`src/rtl/axi_lite_slave_arb.sv`:
```
// AXI4-Lite to user register bridge: AW, W and AR buffers with fair read/write arbitration and a watchdog that answers SLVERR.
// User request follows capture by 1 cycle and B/R follows the user strobe by 1 cycle; ready drops while each single-entry buffer is full.
module axi_lite_slave_arb #(
  parameter int ADDR_WIDTH     = 32,
  parameter int DATA_WIDTH     = 32,
  parameter int STROBE_WIDTH   = DATA_WIDTH / 8,
  parameter int TIMEOUT_CYCLES = 256,
  parameter int TIMEOUT_WIDTH  = 16
) (
  input  logic                    clk,
  input  logic                    rst_n,
  input  logic                    i_awvalid,
  input  logic [ADDR_WIDTH-1:0]   i_awaddr,
  output logic                    o_awready,
  input  logic                    i_wvalid,
  input  logic [DATA_WIDTH-1:0]   i_wdata,
  input  logic [STROBE_WIDTH-1:0] i_wstrb,
  output logic                    o_wready,
  output logic                    o_bvalid,
  input  logic                    i_bready,
  output logic [1:0]              o_bresp,
  input  logic                    i_arvalid,
  input  logic [ADDR_WIDTH-1:0]   i_araddr,
  output logic                    o_arready,
  output logic                    o_rvalid,
  input  logic                    i_rready,
  output logic [1:0]              o_rresp,
  output logic [DATA_WIDTH-1:0]   o_rdata,
  output logic [ADDR_WIDTH-1:0]   o_reg_address,
  output logic                    o_reg_in_rdy,
  input  logic                    i_reg_in_ack_stb,
  output logic [DATA_WIDTH-1:0]   o_reg_in_data,
  output logic [STROBE_WIDTH-1:0] o_reg_in_strb,
  output logic                    o_reg_out_req,
  input  logic                    i_reg_out_rdy_stb,
  input  logic [DATA_WIDTH-1:0]   i_reg_out_data,
  input  logic                    i_reg_invalid_addr
);

  typedef enum logic [2:0] {IDLE, WR_WAIT, WR_RESP, RD_WAIT, RD_RESP} state_t;

  localparam logic [1:0] RESP_OKAY   = 2'b00;
  localparam logic [1:0] RESP_SLVERR = 2'b10;
  localparam logic [1:0] RESP_DECERR = 2'b11;
  localparam bit                     TO_EN   = (TIMEOUT_CYCLES != 0);
  localparam logic [TIMEOUT_WIDTH-1:0] TO_LAST = TIMEOUT_WIDTH'(TIMEOUT_CYCLES - 1);

  state_t                   state_q, state_d;
  logic                     aw_full_q, aw_full_d, w_full_q, w_full_d, ar_full_q, ar_full_d;
  logic [ADDR_WIDTH-1:0]    aw_addr_q, aw_addr_d, ar_addr_q, ar_addr_d;
  logic [DATA_WIDTH-1:0]    w_data_q, w_data_d;
  logic [STROBE_WIDTH-1:0]  w_strb_q, w_strb_d;
  logic                     awready_q, awready_d, wready_q, wready_d, arready_q, arready_d;
  logic                     last_wr_q, last_wr_d;
  logic [TIMEOUT_WIDTH-1:0] cnt_q, cnt_d;
  logic [ADDR_WIDTH-1:0]    reg_address_q, reg_address_d;
  logic                     reg_in_rdy_q, reg_in_rdy_d, reg_out_req_q, reg_out_req_d;
  logic                     bvalid_q, bvalid_d, rvalid_q, rvalid_d;
  logic [1:0]               bresp_q, bresp_d, rresp_q, rresp_d;
  logic [DATA_WIDTH-1:0]    rdata_q, rdata_d;
  logic                     wr_pend, rd_pend, expired;

  always_comb begin
    state_d       = state_q;
    aw_full_d     = aw_full_q;
    w_full_d      = w_full_q;
    ar_full_d     = ar_full_q;
    aw_addr_d     = aw_addr_q;
    ar_addr_d     = ar_addr_q;
    w_data_d      = w_data_q;
    w_strb_d      = w_strb_q;
    last_wr_d     = last_wr_q;
    cnt_d         = cnt_q;
    reg_address_d = reg_address_q;
    reg_in_rdy_d  = reg_in_rdy_q;
    reg_out_req_d = reg_out_req_q;
    bvalid_d      = bvalid_q;
    bresp_d       = bresp_q;
    rvalid_d      = rvalid_q;
    rresp_d       = rresp_q;
    rdata_d       = rdata_q;

    if (i_awvalid && awready_q) begin
      aw_full_d = 1'b1;
      aw_addr_d = i_awaddr;
    end
    if (i_wvalid && wready_q) begin
      w_full_d = 1'b1;
      w_data_d = i_wdata;
      w_strb_d = i_wstrb;
    end
    if (i_arvalid && arready_q) begin
      ar_full_d = 1'b1;
      ar_addr_d = i_araddr;
    end

    wr_pend = aw_full_q && w_full_q;
    rd_pend = ar_full_q;
    expired = TO_EN && (cnt_q == TO_LAST);

    case (state_q)
      IDLE: begin
        // Contention flips the priority; a lone request leaves it untouched.
        if (wr_pend && (!rd_pend || !last_wr_q)) begin
          state_d       = WR_WAIT;
          reg_address_d = aw_addr_q;
          reg_in_rdy_d  = 1'b1;
          cnt_d         = '0;
          if (rd_pend) last_wr_d = 1'b1;
        end else if (rd_pend) begin
          state_d       = RD_WAIT;
          reg_address_d = ar_addr_q;
          reg_out_req_d = 1'b1;
          cnt_d         = '0;
          if (wr_pend) last_wr_d = 1'b0;
        end
      end
      WR_WAIT: begin
        if (i_reg_in_ack_stb || expired) begin
          state_d      = WR_RESP;
          reg_in_rdy_d = 1'b0;
          bvalid_d     = 1'b1;
          bresp_d      = !i_reg_in_ack_stb ? RESP_SLVERR :
                         i_reg_invalid_addr ? RESP_DECERR : RESP_OKAY;
          aw_full_d    = 1'b0;
          w_full_d     = 1'b0;
        end else if (cnt_q != '1) begin
          cnt_d = cnt_q + 1'b1;
        end
      end
      WR_RESP: begin
        if (i_bready) begin
          bvalid_d = 1'b0;
          state_d  = IDLE;
        end
      end
      RD_WAIT: begin
        if (i_reg_out_rdy_stb || expired) begin
          state_d       = RD_RESP;
          reg_out_req_d = 1'b0;
          rvalid_d      = 1'b1;
          rdata_d       = i_reg_out_rdy_stb ? i_reg_out_data : '0;
          rresp_d       = !i_reg_out_rdy_stb ? RESP_SLVERR :
                          i_reg_invalid_addr ? RESP_DECERR : RESP_OKAY;
          ar_full_d     = 1'b0;
        end else if (cnt_q != '1) begin
          cnt_d = cnt_q + 1'b1;
        end
      end
      RD_RESP: begin
        if (i_rready) begin
          rvalid_d = 1'b0;
          state_d  = IDLE;
        end
      end
      default: state_d = IDLE;
    endcase

    awready_d = !aw_full_d;
    wready_d  = !w_full_d;
    arready_d = !ar_full_d;
  end

  always_ff @(posedge clk or negedge rst_n) begin
    if (!rst_n) begin
      state_q       <= IDLE;
      aw_full_q     <= 1'b0;
      w_full_q      <= 1'b0;
      ar_full_q     <= 1'b0;
      aw_addr_q     <= '0;
      ar_addr_q     <= '0;
      w_data_q      <= '0;
      w_strb_q      <= '0;
      awready_q     <= 1'b0;
      wready_q      <= 1'b0;
      arready_q     <= 1'b0;
      last_wr_q     <= 1'b0;
      cnt_q         <= '0;
      reg_address_q <= '0;
      reg_in_rdy_q  <= 1'b0;
      reg_out_req_q <= 1'b0;
      bvalid_q      <= 1'b0;
      bresp_q       <= 2'b00;
      rvalid_q      <= 1'b0;
      rresp_q       <= 2'b00;
      rdata_q       <= '0;
    end else begin
      state_q       <= state_d;
      aw_full_q     <= aw_full_d;
      w_full_q      <= w_full_d;
      ar_full_q     <= ar_full_d;
      aw_addr_q     <= aw_addr_d;
      ar_addr_q     <= ar_addr_d;
      w_data_q      <= w_data_d;
      w_strb_q      <= w_strb_d;
      awready_q     <= awready_d;
      wready_q      <= wready_d;
      arready_q     <= arready_d;
      last_wr_q     <= last_wr_d;
      cnt_q         <= cnt_d;
      reg_address_q <= reg_address_d;
      reg_in_rdy_q  <= reg_in_rdy_d;
      reg_out_req_q <= reg_out_req_d;
      bvalid_q      <= bvalid_d;
      bresp_q       <= bresp_d;
      rvalid_q      <= rvalid_d;
      rresp_q       <= rresp_d;
      rdata_q       <= rdata_d;
    end
  end

  // The W buffer is frozen while a write is in flight, so it feeds the user port directly.
  assign o_reg_in_data = w_data_q;
  assign o_reg_in_strb = w_strb_q;
  assign o_awready     = awready_q;
  assign o_wready      = wready_q;
  assign o_arready     = arready_q;
  assign o_bvalid      = bvalid_q;
  assign o_bresp       = bresp_q;
  assign o_rvalid      = rvalid_q;
  assign o_rresp       = rresp_q;
  assign o_rdata       = rdata_q;
  assign o_reg_address = reg_address_q;
  assign o_reg_in_rdy  = reg_in_rdy_q;
  assign o_reg_out_req = reg_out_req_q;

endmodule

```
`config.mk`:
```
export PLATFORM = sky130hd
export DESIGN_NAME = axi_lite_slave_arb
export DESIGN_NICKNAME = d
export VERILOG_FILES = /design/src/rtl/axi_lite_slave_arb.sv
export SDC_FILE = /design/constraint.sdc
export NUM_CORES = 1
export LEC_CHECK = 0
export BUFFER_PORTS_ARGS = -buffer_cell sky130_fd_sc_hd__buf_2
export CELL_PAD_IN_SITES_DETAIL_PLACEMENT = 0
export CELL_PAD_IN_SITES_GLOBAL_PLACEMENT = 1
export CORE_MARGIN = 4
export CORE_UTILIZATION = 43
export DETAILED_ROUTE_END_ITERATION = 8
export GPL_ROUTABILITY_DRIVEN = 0
export PLACE_DENSITY_LB_ADDON = 0.1
export SYNTH_ARGS = -nofsm -noshare
export SYNTH_HDL_FRONTEND = slang
export SYNTH_SLANG_ARGS = --single-unit
```
`constraint.sdc`:
```
create_clock -name clk -period 3.93 [get_ports clk]
set_input_delay 0.1965 -clock clk [delete_from_list [all_inputs] [get_ports clk]]
set_output_delay 0.1965 -clock clk [all_outputs]
set_load 0.05 [all_outputs]
```
==> flow_metrics.tcl <==
set metrics [dict create \
    outcome "finished clean" \
    worstSetupStartpoint "cnt_q[1]" \
    worstPathArrival_ns 2.78 \
    placementRows 49 \
    cts_tree "built" \
    p_sw_mw 4.805 \
    die_w_um 144.5 \
    grt_pass1_wl_um 32820 \
    coreArea_sq_um 18150 \
    num_antenna_cells 0 \
    cts_resized 0 \
    drc 0 \
    drtIter0Drc 324 \
    vdd_drop_max_uv 536.0 \
    synth_top_family_by_area "multiplexers" \
    maxSlewViolCount 0 \
    initial_core_util_pct 44.15 \
    endpoint_kind "register" \
    pre_cts_slack_ns 1.443 \
    design_area_sq_um 11260 \
    seq_power_share_pct 34.4 \
    vias_per_cell 5.115 \
    ys_seq_elements 198 \
    postCtsSetupBuffers 0 \
    p_sw_share_pct 46.31 \
    hold_path.class "primary input to register" \
    clockBufferDepth 2 \
    clkTransAtPathRegs_ns 0.08 \
    synth_fa_ha_area_share_pct 0.1562 \
    period_needed_ns 2.464 \
    avgSynthCellArea_sq_um 12.52 \
    pwr-share-clk_pct 17.6 \
    root_buffer "clkbuf_16" \
    portBuffers 252 \
    ys_warn_count 0 \
    cp_max_fo 36 \
    final_common_cell "buf_2" \
    die_y_um 144.5 \
    finClkSkew_ns 0.01263 \
    power_density_nw_per_um2 921.6 \
    synth_compound_area_share_pct 11.85 \
    vias 6317 \
    fillCellCount 1471 \
    routed_wl_um 20700 \
    worstPathCellList "ha_1, nand3_2, o21bai_2, nand3_2, a22o_1" \
    cts_max_level 4 \
    finalSetupTns_ns 0 \
    synthXorXnorAreaFrac_pct 0.1093 \
    synth_area_sq_um 8011 \
    crit_end "o_rdata[11]" \
    slowest_delay_ns 0.59 \
    clk_latency_ns 0.43 \
    antenna_left 0 \
    worstSetupPathType "register to register" \
    crit_family "simple AND/OR/NAND/NOR gates" \
    finalCritPeriodShare_pct 62.68 \
    place_hpwl_um 14040 \
    synth_mux_area_share_pct 14.20 \
    reg2reg_depth 5 \
    yosys.area_share.simple_pct 9.386 \
    clock.fmax_mhz 405.9 \
    synth_cell_types 55 \
    overflow 0 \
    r2r_slack_ns 1.47 \
    timing.rr.end "o_rdata[11]" \
    synth-async-reset-ratio_pct 100.0 \
    synth_edf_count 0 \
    layout_common_cells "buf_2 (251), dfrtp_1 (198), dlygate4sd3_1 (117), mux2_2 (101), nand2_1 (78)" \
    rsz0062_at_grt "false" \
    internal_power_mw 5.570 \
    firstDrtPassIters 5 \
    finalWorstSetupSlack_ns 1.467 \
    ys_seq_area_share_pct 61.85 \
    relSlewSlack_pct 12.75 \
    cts.sink_count 198 \
    ios 253 \
    reg2reg_from "cnt_q[1]" \
    syn-num-nets 783 \
    syn_inst 640 \
    grt_pass1_vias 6470 \
    worst_path_max_delay_cell "nand3_2" \
    total_leakage_power_nw 5.250 \
    placed_cell_area_sq_um 9468 \
    tightest_slew_ns 1.307 \
    layout.nets 1137 \
    antenna_found_initial 0 \
    combPwrFrac_pct 48.1 \
    max_cap_viol_count 0 \
    setup_viol 0 \
    grt_usage_pct 19.86 \
    finalHoldViolations 0 \
    die_area_sq_um 20880 \
    critPathBufInv 0 \
    grt_start_max_net_pins 108 \
    drive_gt1_share_pct 40.66 \
    numCtsBuffers 17 \
    wl_per_cell_um 16.76 \
    cts_hold_buf 113 \
    worst-path-stages 5 \
    critical_path_required_ns 4.25 \
    crit_top_cell "nand3_2" \
    synthToLayoutAreaGrowth_pct 40.51 \
    synth_flop_cell "dfrtp_1" \
    critPathLaunchType "register" \
]
==> synth_stat cells (2+ instances only) <==
library cell	number	share of area, %
or4_2	2	0.22
nor3_1	4	0.25
a31oi_1	44	3.4
a22o_1	34	3.7
buf_2	7	0.44
nor2_1	40	1.9
a21oi_1	5	0.31
dfrtp_1	198	62
nand3_1	7	0.44
o21ai_0	13	0.81
and2_1	5	0.39
a211o_1	2	0.22
a41oi_1	2	0.22
buf_1	3	0.14
nand3_2	2	0.25
o211ai_1	5	0.47
nand4_1	3	0.23
clkbuf_1	27	1.3
nor4_1	5	0.39
o21a_1	5	0.47
nand2b_1	2	0.16
mux2_2	101	14
and3_1	5	0.39
inv_1	9	0.42
buf_4	2	0.19
nand2_1	78	3.7
o211a_1	2	0.25
==> area by class of cell <==
class                   instances  area [sq um]  area share (%)
clock buffers                  17         425.4           3.779
well taps                     229         286.5           2.545
repair buffers                374          2491           22.13
inverters                       9         33.78          0.3001
clock inverters                14         192.7           1.712
flip-flops and latches        198          4955           44.01
multi-input cells             394          2873           25.52
==> state kept, by name, summed over array words and instances, names as in the netlist, 2 cells and up <==
register / count
o_rdata: 32
o_reg_in_data: 32
state_q: 3
o_bresp: 2
o_reg_in_strb: 4
aw_addr_q: 32
o_reg_address: 32
cnt_q: 16
o_rresp: 2
ar_addr_q: 32
==> worst reg2reg max path: stages, from the launching register on <==
cell      delay, ns
dfrtp_1        0.44
ha_1           0.32
nand3_2        0.24
o21bai_2       0.27
nand3_2        0.59
a22o_1         0.49
==> power by group through the flow <==
stage	clock network [mW]	logic, mW	registers (mW)
global route	1.96	5.33	3.70
floorplan	0	1.83	5.43
global placement	0	4.84	3.56
CTS	1.87	5.02	3.57
finish	1.82	4.99	3.57
detailed placement	0	4.94	3.60
==> stage by stage <==
| step | total power, mW | hold slack [ns] | util, % | cells |
|---|---|---|---|---|
| finish | 10.37 | 0.01164 | 62.03 | 1235 |
| global route | 10.99 | 0.0002852 | 62.03 | 1235 |
| CTS | 10.47 | 0.0004398 | 61.81 | 1231 |
| detailed placement | 8.540 | 0.3156 | 52.17 | 1087 |
| global placement | 8.408 | 0.2923 | 52.17 | 1087 |
| floorplan | 7.266 | -0.09909 | - | 640 |
==> how the worst min path moves through the flow <==
stage                 startpoint                end  slack (ns)  cells past startpoint
floorplan                  rst_n       ar_addr_q[0]        -0.1                      0
finish              i_awaddr[26]      aw_addr_q[26]        0.01                      2
CTS                 i_araddr[21]      ar_addr_q[21]      0.0004                      2
detailed placement         rst_n  o_reg_in_data[15]        0.32                      1
global placement           rst_n  o_reg_in_data[15]        0.29                      1
global route        i_araddr[11]      ar_addr_q[11]      0.0003                      2
==> cells by family (layout without fill, tap and decap cells) <==
family	after synthesis	in the layout
simple gates	162	162
compound gates	129	129
fa+ha+maj	1	1
mux	101	101
buf+inv	48	414
xor+xnor	1	1
flops	198	198
==> metal layers <==
| layer | vias up | share of wire [%] | track usage (%) |
|---|---|---|---|
| met5 | - | 0 | 0 |
| met4 | 0 | 1.1 | 4.713 |
| met3 | 15 | 5.0 | 4.530 |
| met2 | 204 | 48 | 32.11 |
| met1 | 3084 | 46 | 27.48 |
| li1 | 3014 | - | - |
Power figures use the tool's default switching activity.
